$ cat config.mk
export PLATFORM = sky130hd
export DESIGN_NAME = reg_status_file_mp
export DESIGN_NICKNAME = d
export VERILOG_FILES = /design/src/rtl/reg_status_file_mp.sv
export SDC_FILE = /design/constraint.sdc
export NUM_CORES = 2
export LEC_CHECK = 0
export BUFFER_PORTS_ARGS = -buffer_cell sky130_fd_sc_hd__buf_4
export CAP_MARGIN = 20
export CORE_UTILIZATION = 40
export CTS_BUF_LIST = sky130_fd_sc_hd__clkbuf_8
export CTS_CLUSTER_SIZE = 30
export DETAILED_ROUTE_END_ITERATION = 8
export SKIP_LAST_GASP = 1
export SYNTH_ARGS = -nofsm -noshare
export SYNTH_HDL_FRONTEND = slang
export SYNTH_SLANG_ARGS = --single-unit
$ cat constraint.sdc
create_clock -name clk -period 2.3 [get_ports clk]
set_input_delay 0.115 -clock clk [delete_from_list [all_inputs] [get_ports clk]]
set_output_delay 0.115 -clock clk [all_outputs]
set_load 0.1 [all_outputs]
$ cat src/rtl/reg_status_file_mp.sv
// reg_status_file_mp
//   Multi-port architectural register file with per-register rename status
//   (busy bit + producing ROB tag) for the Tomasulo/ROB core.
//   Dispatch renames up to ISSUE_W destinations per cycle. Each dispatch slot
//   reads two operands with full bypass of same-cycle renames in older slots
//   and same-cycle commits. The ROB retires up to COMMIT_W results per cycle.
//   A rollback clears every busy bit in one cycle.
// Ports
//   clk, rst                       clock, synchronous active-high reset
//   iss_valid/rd/rob_id/rs1/rs2    dispatch slots (slot 0 oldest), flattened
//   rs1_*/rs2_* (val, busy, tag)   combinational operand read results per slot
//   cmt_valid/rd/rob_id/data       commit slots (slot 0 oldest), flattened
//   rollback                       mispredict flush
module reg_status_file_mp #(
  parameter int REG_NUM  = 32,
  parameter int DATA_W   = 32,
  parameter int ROB_W    = 4,
  parameter int ISSUE_W  = 2,
  parameter int COMMIT_W = 2,
  localparam int IDX_W   = $clog2(REG_NUM)
) (
  input  logic                         clk,
  input  logic                         rst,
  input  logic [ISSUE_W-1:0]           iss_valid,
  input  logic [ISSUE_W*IDX_W-1:0]     iss_rd,
  input  logic [ISSUE_W*ROB_W-1:0]     iss_rob_id,
  input  logic [ISSUE_W*IDX_W-1:0]     iss_rs1,
  input  logic [ISSUE_W*IDX_W-1:0]     iss_rs2,
  output logic [ISSUE_W*DATA_W-1:0]    rs1_val,
  output logic [ISSUE_W-1:0]           rs1_busy,
  output logic [ISSUE_W*ROB_W-1:0]     rs1_tag,
  output logic [ISSUE_W*DATA_W-1:0]    rs2_val,
  output logic [ISSUE_W-1:0]           rs2_busy,
  output logic [ISSUE_W*ROB_W-1:0]     rs2_tag,
  input  logic [COMMIT_W-1:0]          cmt_valid,
  input  logic [COMMIT_W*IDX_W-1:0]    cmt_rd,
  input  logic [COMMIT_W*ROB_W-1:0]    cmt_rob_id,
  input  logic [COMMIT_W*DATA_W-1:0]   cmt_data,
  input  logic                         rollback
);

  logic [DATA_W-1:0] v_q   [REG_NUM];
  logic              b_q   [REG_NUM];
  logic [ROB_W-1:0]  t_q   [REG_NUM];
  logic [DATA_W-1:0] v_nxt [REG_NUM];
  logic              b_nxt [REG_NUM];
  logic [ROB_W-1:0]  t_nxt [REG_NUM];

  // Operand read: priority x0 > older-slot rename > commit bypass > state.
  // Slots are scanned oldest to youngest so the youngest match wins.
  always_comb begin
    logic [IDX_W-1:0]  rs;
    logic [DATA_W-1:0] val;
    logic              busy;
    logic [ROB_W-1:0]  tag;
    logic              hit_c;
    rs1_val  = '0;
    rs1_busy = '0;
    rs1_tag  = '0;
    rs2_val  = '0;
    rs2_busy = '0;
    rs2_tag  = '0;
    for (int j = 0; j < ISSUE_W; j++) begin
      for (int op = 0; op < 2; op++) begin
        rs    = (op == 0) ? iss_rs1[j*IDX_W +: IDX_W] : iss_rs2[j*IDX_W +: IDX_W];
        val   = v_q[rs];
        busy  = b_q[rs];
        tag   = t_q[rs];
        hit_c = 1'b0;
        for (int k = 0; k < COMMIT_W; k++) begin
          if (cmt_valid[k] && cmt_rd[k*IDX_W +: IDX_W] == rs) begin
            hit_c = 1'b1;
            val   = cmt_data[k*DATA_W +: DATA_W];
            // Only the commit that matches the current mapping frees the reg.
            if (rollback || (b_q[rs] && t_q[rs] == cmt_rob_id[k*ROB_W +: ROB_W]))
              busy = 1'b0;
            else
              busy = b_q[rs];
          end
        end
        if (!hit_c && rollback)
          busy = 1'b0;
        // A slot only sees renames from strictly older slots in its group.
        for (int i = 0; i < j; i++) begin
          if (iss_valid[i] && !rollback && iss_rd[i*IDX_W +: IDX_W] == rs) begin
            busy = 1'b1;
            tag  = iss_rob_id[i*ROB_W +: ROB_W];
          end
        end
        if (rs == '0) begin
          val  = '0;
          busy = 1'b0;
          tag  = '0;
        end
        if (op == 0) begin
          rs1_val[j*DATA_W +: DATA_W] = val;
          rs1_busy[j]                 = busy;
          rs1_tag[j*ROB_W +: ROB_W]   = tag;
        end else begin
          rs2_val[j*DATA_W +: DATA_W] = val;
          rs2_busy[j]                 = busy;
          rs2_tag[j*ROB_W +: ROB_W]   = tag;
        end
      end
    end
  end

  // Next state: commits first, then rollback or issue renames override the
  // busy/tag result of any commit on the same register.
  always_comb begin
    logic [IDX_W-1:0] rd;
    for (int r = 0; r < REG_NUM; r++) begin
      v_nxt[r] = v_q[r];
      b_nxt[r] = b_q[r];
      t_nxt[r] = t_q[r];
    end
    for (int k = 0; k < COMMIT_W; k++) begin
      rd = cmt_rd[k*IDX_W +: IDX_W];
      if (cmt_valid[k] && rd != '0) begin
        v_nxt[rd] = cmt_data[k*DATA_W +: DATA_W];
        b_nxt[rd] = (t_q[rd] == cmt_rob_id[k*ROB_W +: ROB_W]) ? 1'b0 : b_q[rd];
      end
    end
    if (rollback) begin
      for (int r = 0; r < REG_NUM; r++)
        b_nxt[r] = 1'b0;
    end else begin
      for (int i = 0; i < ISSUE_W; i++) begin
        rd = iss_rd[i*IDX_W +: IDX_W];
        if (iss_valid[i] && rd != '0) begin
          b_nxt[rd] = 1'b1;
          t_nxt[rd] = iss_rob_id[i*ROB_W +: ROB_W];
        end
      end
    end
  end

  always_ff @(posedge clk) begin
    if (rst) begin
      for (int r = 0; r < REG_NUM; r++) begin
        v_q[r] <= '0;
        b_q[r] <= 1'b0;
        t_q[r] <= '0;
      end
    end else begin
      for (int r = 0; r < REG_NUM; r++) begin
        v_q[r] <= v_nxt[r];
        b_q[r] <= b_nxt[r];
        t_q[r] <= t_nxt[r];
      end
    end
  end

endmodule

Word level (Yosys, flattened, before mapping)
Memories as Yosys holds them, arrays and structs flattened. Cells that the tools add are included.

Flip-flop bits (word level): 0. RAM bits: 1184. Input port bits: 127. Output and inout port bits: 148. Logic and storage cells: 372. Memories kept: 3.

Magnitude comparators: 8. Equality and inequality tests: 20. Multiplexer cells: 187. Bitwise logic cells: 102. Reduce and logical (&&, ||, !) cells: 52.

Memories: v_q (depth 32, width 32, rd ports 36, clocked after Yosys merged registers in 0, write ports 32, RTL line 42) `logic [DATA_W-1:0] v_q [REG_NUM];`; t_q (depth 32, width 4, rd ports 38, clocked after Yosys merged registers in 0, write ports 32, RTL line 44) `logic [ROB_W-1:0] t_q [REG_NUM];`; b_q (depth 32, width 1, rd ports 38, clocked after Yosys merged registers in 0, write ports 32, RTL line 43) `logic b_q [REG_NUM];`.

Operators with widths (count): bitwise mux 1024 bit (2); 2-to-1 mux 1024 bit (2); 2-to-1 mux 32 bit (52); 2-to-1 mux 128 bit (4); demux 32 bit (select 5 bit) (2); bitwise mux 128 bit (2); 2-to-1 mux 4 bit (40); OR 1 bit (96); 2-to-1 mux 1 bit (75); bitwise mux 32 bit (2); OR 32 bit (2); equality test 5 bit (10); demux 4 bit (select 5 bit) (2); equality test 4 bit (10); logical AND 1 bit (31); greater-or-equal comparator 6 bit, second input constant (4); less-than comparator 6 x 1 -> 1 bit, second input constant (4); inverter 5 -> 6 bit (4); demux 1 bit (select 5 bit) (4); zero test 5 bit (4); nonzero test 5 bit (4); logical OR 1 bit (8); zero test 1 bit (5).

Depth between registers and ports, before layout
Word-level depth: 16. Mapped depth: 13. Gate-level depth less buffers: 7.

Worst setup path before layout
Ideal clock, no wire load.

Path kind: input-to-output. Start: input port iss_rs1[0]. End: output port rs1_val[0]. Arrival time: 4.098 ns. Data required time: 2.185 ns. Slack: -1.913 ns. Stages on the path: 9. Buffers on the path: 5. Path through: clkbuf_1 buf_2 clkbuf_1 xnor2_1 and3_1 clkbuf_1 buf_1 a21oi_1 o21ai_0.

Longest elaborated chain between the ends: 5. Elaborated cells on any way between the ends: 9. Those cells by class: eq/ne: 2; mux: 3; reduce/logical: 3; memory: 1.

RTL lines: from (decl) (RTL line 27) `input logic [ISSUE_W*IDX_W-1:0] iss_rs1,`; branches (longest 4 deep; another with memory (32 x 32 bit)); 2-to-1 mux 32 bit (*) (RTL line 90) `if (rs == '0) begin`; to (decl) (RTL line 29) `output logic [ISSUE_W*DATA_W-1:0] rs1_val,`.

Mark *: on every way between the ends.

==> run_results.csv <==
group,metric,value,unit
floorplan,core_area,240000,um^2
global_route,grt_max_degree,125,
timing,drv_slew,0,
setup_path,crit_path_end_kind,"primary output",
cells_and_area,fill_cells,20700,
run_status,violations,"setup timing",
timing,holdWs,0.0948,ns
synth,synthCells,9553,
timing,hold_viol,0,
cells_and_area,nets,10500,
synth,ys.flop_type,"dfxtp_1",
synth,synth_area_leader_cell,"mux4_2",
pwr,p_per_area,445,nW/um^2
route,routedWlPerCell,37.7,um
cells_and_area,layout_common_cells,"mux4_2 (1,433), nor2_1 (1,355), buf_4 (1,128), mux2i_1 (926), a211oi_1 (749)",
clock_network,cts_tree,"built",
route,antenna_left,0,
setup_path,worstPathRequired,2.18,ns
global_route,grt_pass1_wl,724000,um
floorplan,initial_core_util,40.2,%
floorplan,pin_count,275,
hold_path,hold_path_class,"primary input to flop",
synth,syn_avg_cell_area,10.1,um^2
setup_path,critPathLaunchType,"flop",
global_route,overflow,0,
synth,netlist-cell-type-count,72,
clock_network,clk_latency,1.06,ns
route,dr.pass1.iters,7,
timing,worst_clock_skew,0.0791,ns
setup_path,critical_path.top_delay_family,"multiplexers",
floorplan,die_x,493,um
clock_network,cts_buffers,224,
timing,rsz0062_at_grt,"true",
synth,yosys.area.top_type_share,33.4,%
run_status,status,"finished with violations",
setup_path,crit_arrival,3.59,ns
placement,io_buffers,274,
floorplan,rows,180,
placement,dp_cells,13100,
route,drt_first_iter_violations,15400,
placement,hpwl,350000,um
synth,synth_area,96600,um^2
setup_path,crit_path_cell_trace,"mux4_2 > o211ai_1 > nand4_1 > buf_6 > mux2_2 > o41ai_2 > buf_4 > a21oi_4 > buf_12",
pwr,ir_drop,0.520,mV
route,routed_wl,518000,um
setup_path,critical_path.max_stage_delay,0.52,ns
synth,synth_nets,9680,
cells_and_area,final_cells,13700,
timing,setup_viol,184,
timing,min_period_over_period,161,%
timing,tns,-158.35,ns
synth,synthArstFlopShare,0,%
setup_path,path_buf_inv,3,
timing,fin_ws,-1.41,ns
synth,synth_seq_cells,1184,
cells_and_area,post-route-util,52.8,%
global_route,grt_pass1_vias,94000,
setup_path,critPathKind,"flop to primary output",
timing,slew_headroom,24.1,%
setup_path,cp_max_fo,4,
route,vias,98400,
floorplan,die_area,243000,um^2
cells_and_area,area_growth,31.5,%
job,drv_cap,0,
route,via_per_inst,7.16,
clock_network,clk_pin_slew,0.06,ns
global_route,track_usage,41.6,%
global_route,antenna_found_initial,12,
cells_and_area,drive_above_1_share,45.0,%
timing,fmax,0.270,GHz
synth,synth_area_leaders,"mux4_2 (33%), dfxtp_1 (25%), mux2i_1 (10%), a211oi_1 (5.8%), nor2_1 (5.5%)",
synth,synth_edf_count,0,
pwr,p_total,56.5,mW
pwr,leakage,49.3,nW
clock_network,htreeDepth,4,
timing,layout_min_cycle_time,3.71,ns
clock_network,cts_buffer_depth,3,
clock_network,cts.sinks,1184,
synth,ys_warn_count,0,
cells_and_area,final_common_cell,"mux4_2",
synth,ys_seq_area_share,24.5,%
timing,worst_pin_slew,1.14,ns
placement,routabilityCongestion,1.01,
clock_network,root_buffer,"clkbuf_8",
route,drc,0,
floorplan,die_y,493,um
setup_path,cpMaxStageDelayCell,"mux4_2",
==> cell type report <==
type,count,area [um^2],share of cell area [%]
multi-input cells,7029,71700,56.5
flip-flops and latches,1184,24600,19.4
repair buffers,1911,21900,17.2
well taps,3185,3990,3.14
clock buffers,277,3810,3.00
clock inverters,125,836,0.658
inverters,17,73.8,0.0581
diodes,13,32.5,0.0256
==> worst register-to-register path: cells and delay by family, from the launching register on <==
kind	cells	cell delay (ns)
AO/OA/AOI/OAI	4	0.76
buffers and inverters	5	0.75
multiplexers	2	0.74
flip-flops	1	0.38
AND/OR/NAND/NOR	1	0.17
==> per-stage QoR <==
| step | worst slack [ns] | area, um^2 |
|---|---|---|
| finish | -1.41 | 127000 |
| global route | -1.45 | 127000 |
| CTS | -1.44 | 126000 |
| detailed placement | -0.852 | 115000 |
| global placement | -0.834 | 115000 |
| floorplan | -0.352 | 98700 |
==> cell usage after synthesis, types with 32 or more instances <==
master,instances
a211oi_1,750
a21oi_1,205
a22oi_1,36
a311oi_1,296
a31oi_1,87
a32oi_1,32
and2_1,38
buf_1,179
buf_2,197
buf_4,34
clkbuf_1,904
dfxtp_1,1184
mux2i_1,997
mux4_2,1433
nand2_1,618
nand3_1,350
nor2_1,1408
nor2b_1,73
o21ai_0,193
o22ai_1,175
xnor2_1,33
xor2_1,45
==> report_power, final <==
group          internal (mW)  switching [mW]  total, mW
Sequential              20.9           0.562       21.4
Combinational           5.12            7.67       12.8
Clock                   11.7            10.6       22.3
Total                   37.6            18.8       56.5
==> flip-flops by register name (all words and copies together), names as in the netlist <==
signal,cells
b_q,32
t_q,128
v_q,1024
==> worst paths after layout <==
kind	start	endpoint	slack (ns)	cells after the start
max reg2reg	t_q[5][3]	b_q[5]	-0.66	12
max	t_q[10][2]	rs2_busy[1]	-1.41	9
min	iss_rd[1]	b_q[15]	0.09	7
min reg2reg	v_q[0][6]	v_q[0][6]	0.49	1
==> logic make-up after synthesis <==
kind of cell	Yosys count	synth area share (%)
AND/OR/NAND/NOR	2642	11.5
multiplexers	2445	43.9
AO/OA/AOI/OAI	1864	13.6
buffers and inverters	1340	5.67
flip-flops	1184	24.5
XOR/XNOR	78	0.707
==> metal layers <==
layer | up-vias | routed length (um) | track usage (%)
met3 | 1687 | 76400 | 15.5
met5 | - | 57 | 0
met1 | 49400 | 192000 | 54.1
met4 | 8 | 35500 | 24.3
met2 | 8265 | 214000 | 58.6
li1 | 39000 | - | -
==> timing repair <==
| action | CTS | global route |
|---|---|---|
| hold endpoints to repair | 1184 | 0 |
| pin swaps | 126 | 101 |
| gates cloned | 3 | 1 |
| setup buffers | 43 | 15 |
| hold buffers | 152 | 0 |
| gates resized for setup | 1329 | 349 |
| endpoints found under the setup margin | 179 | 185 |
Note: power is estimated with default switching activity, not from simulation.
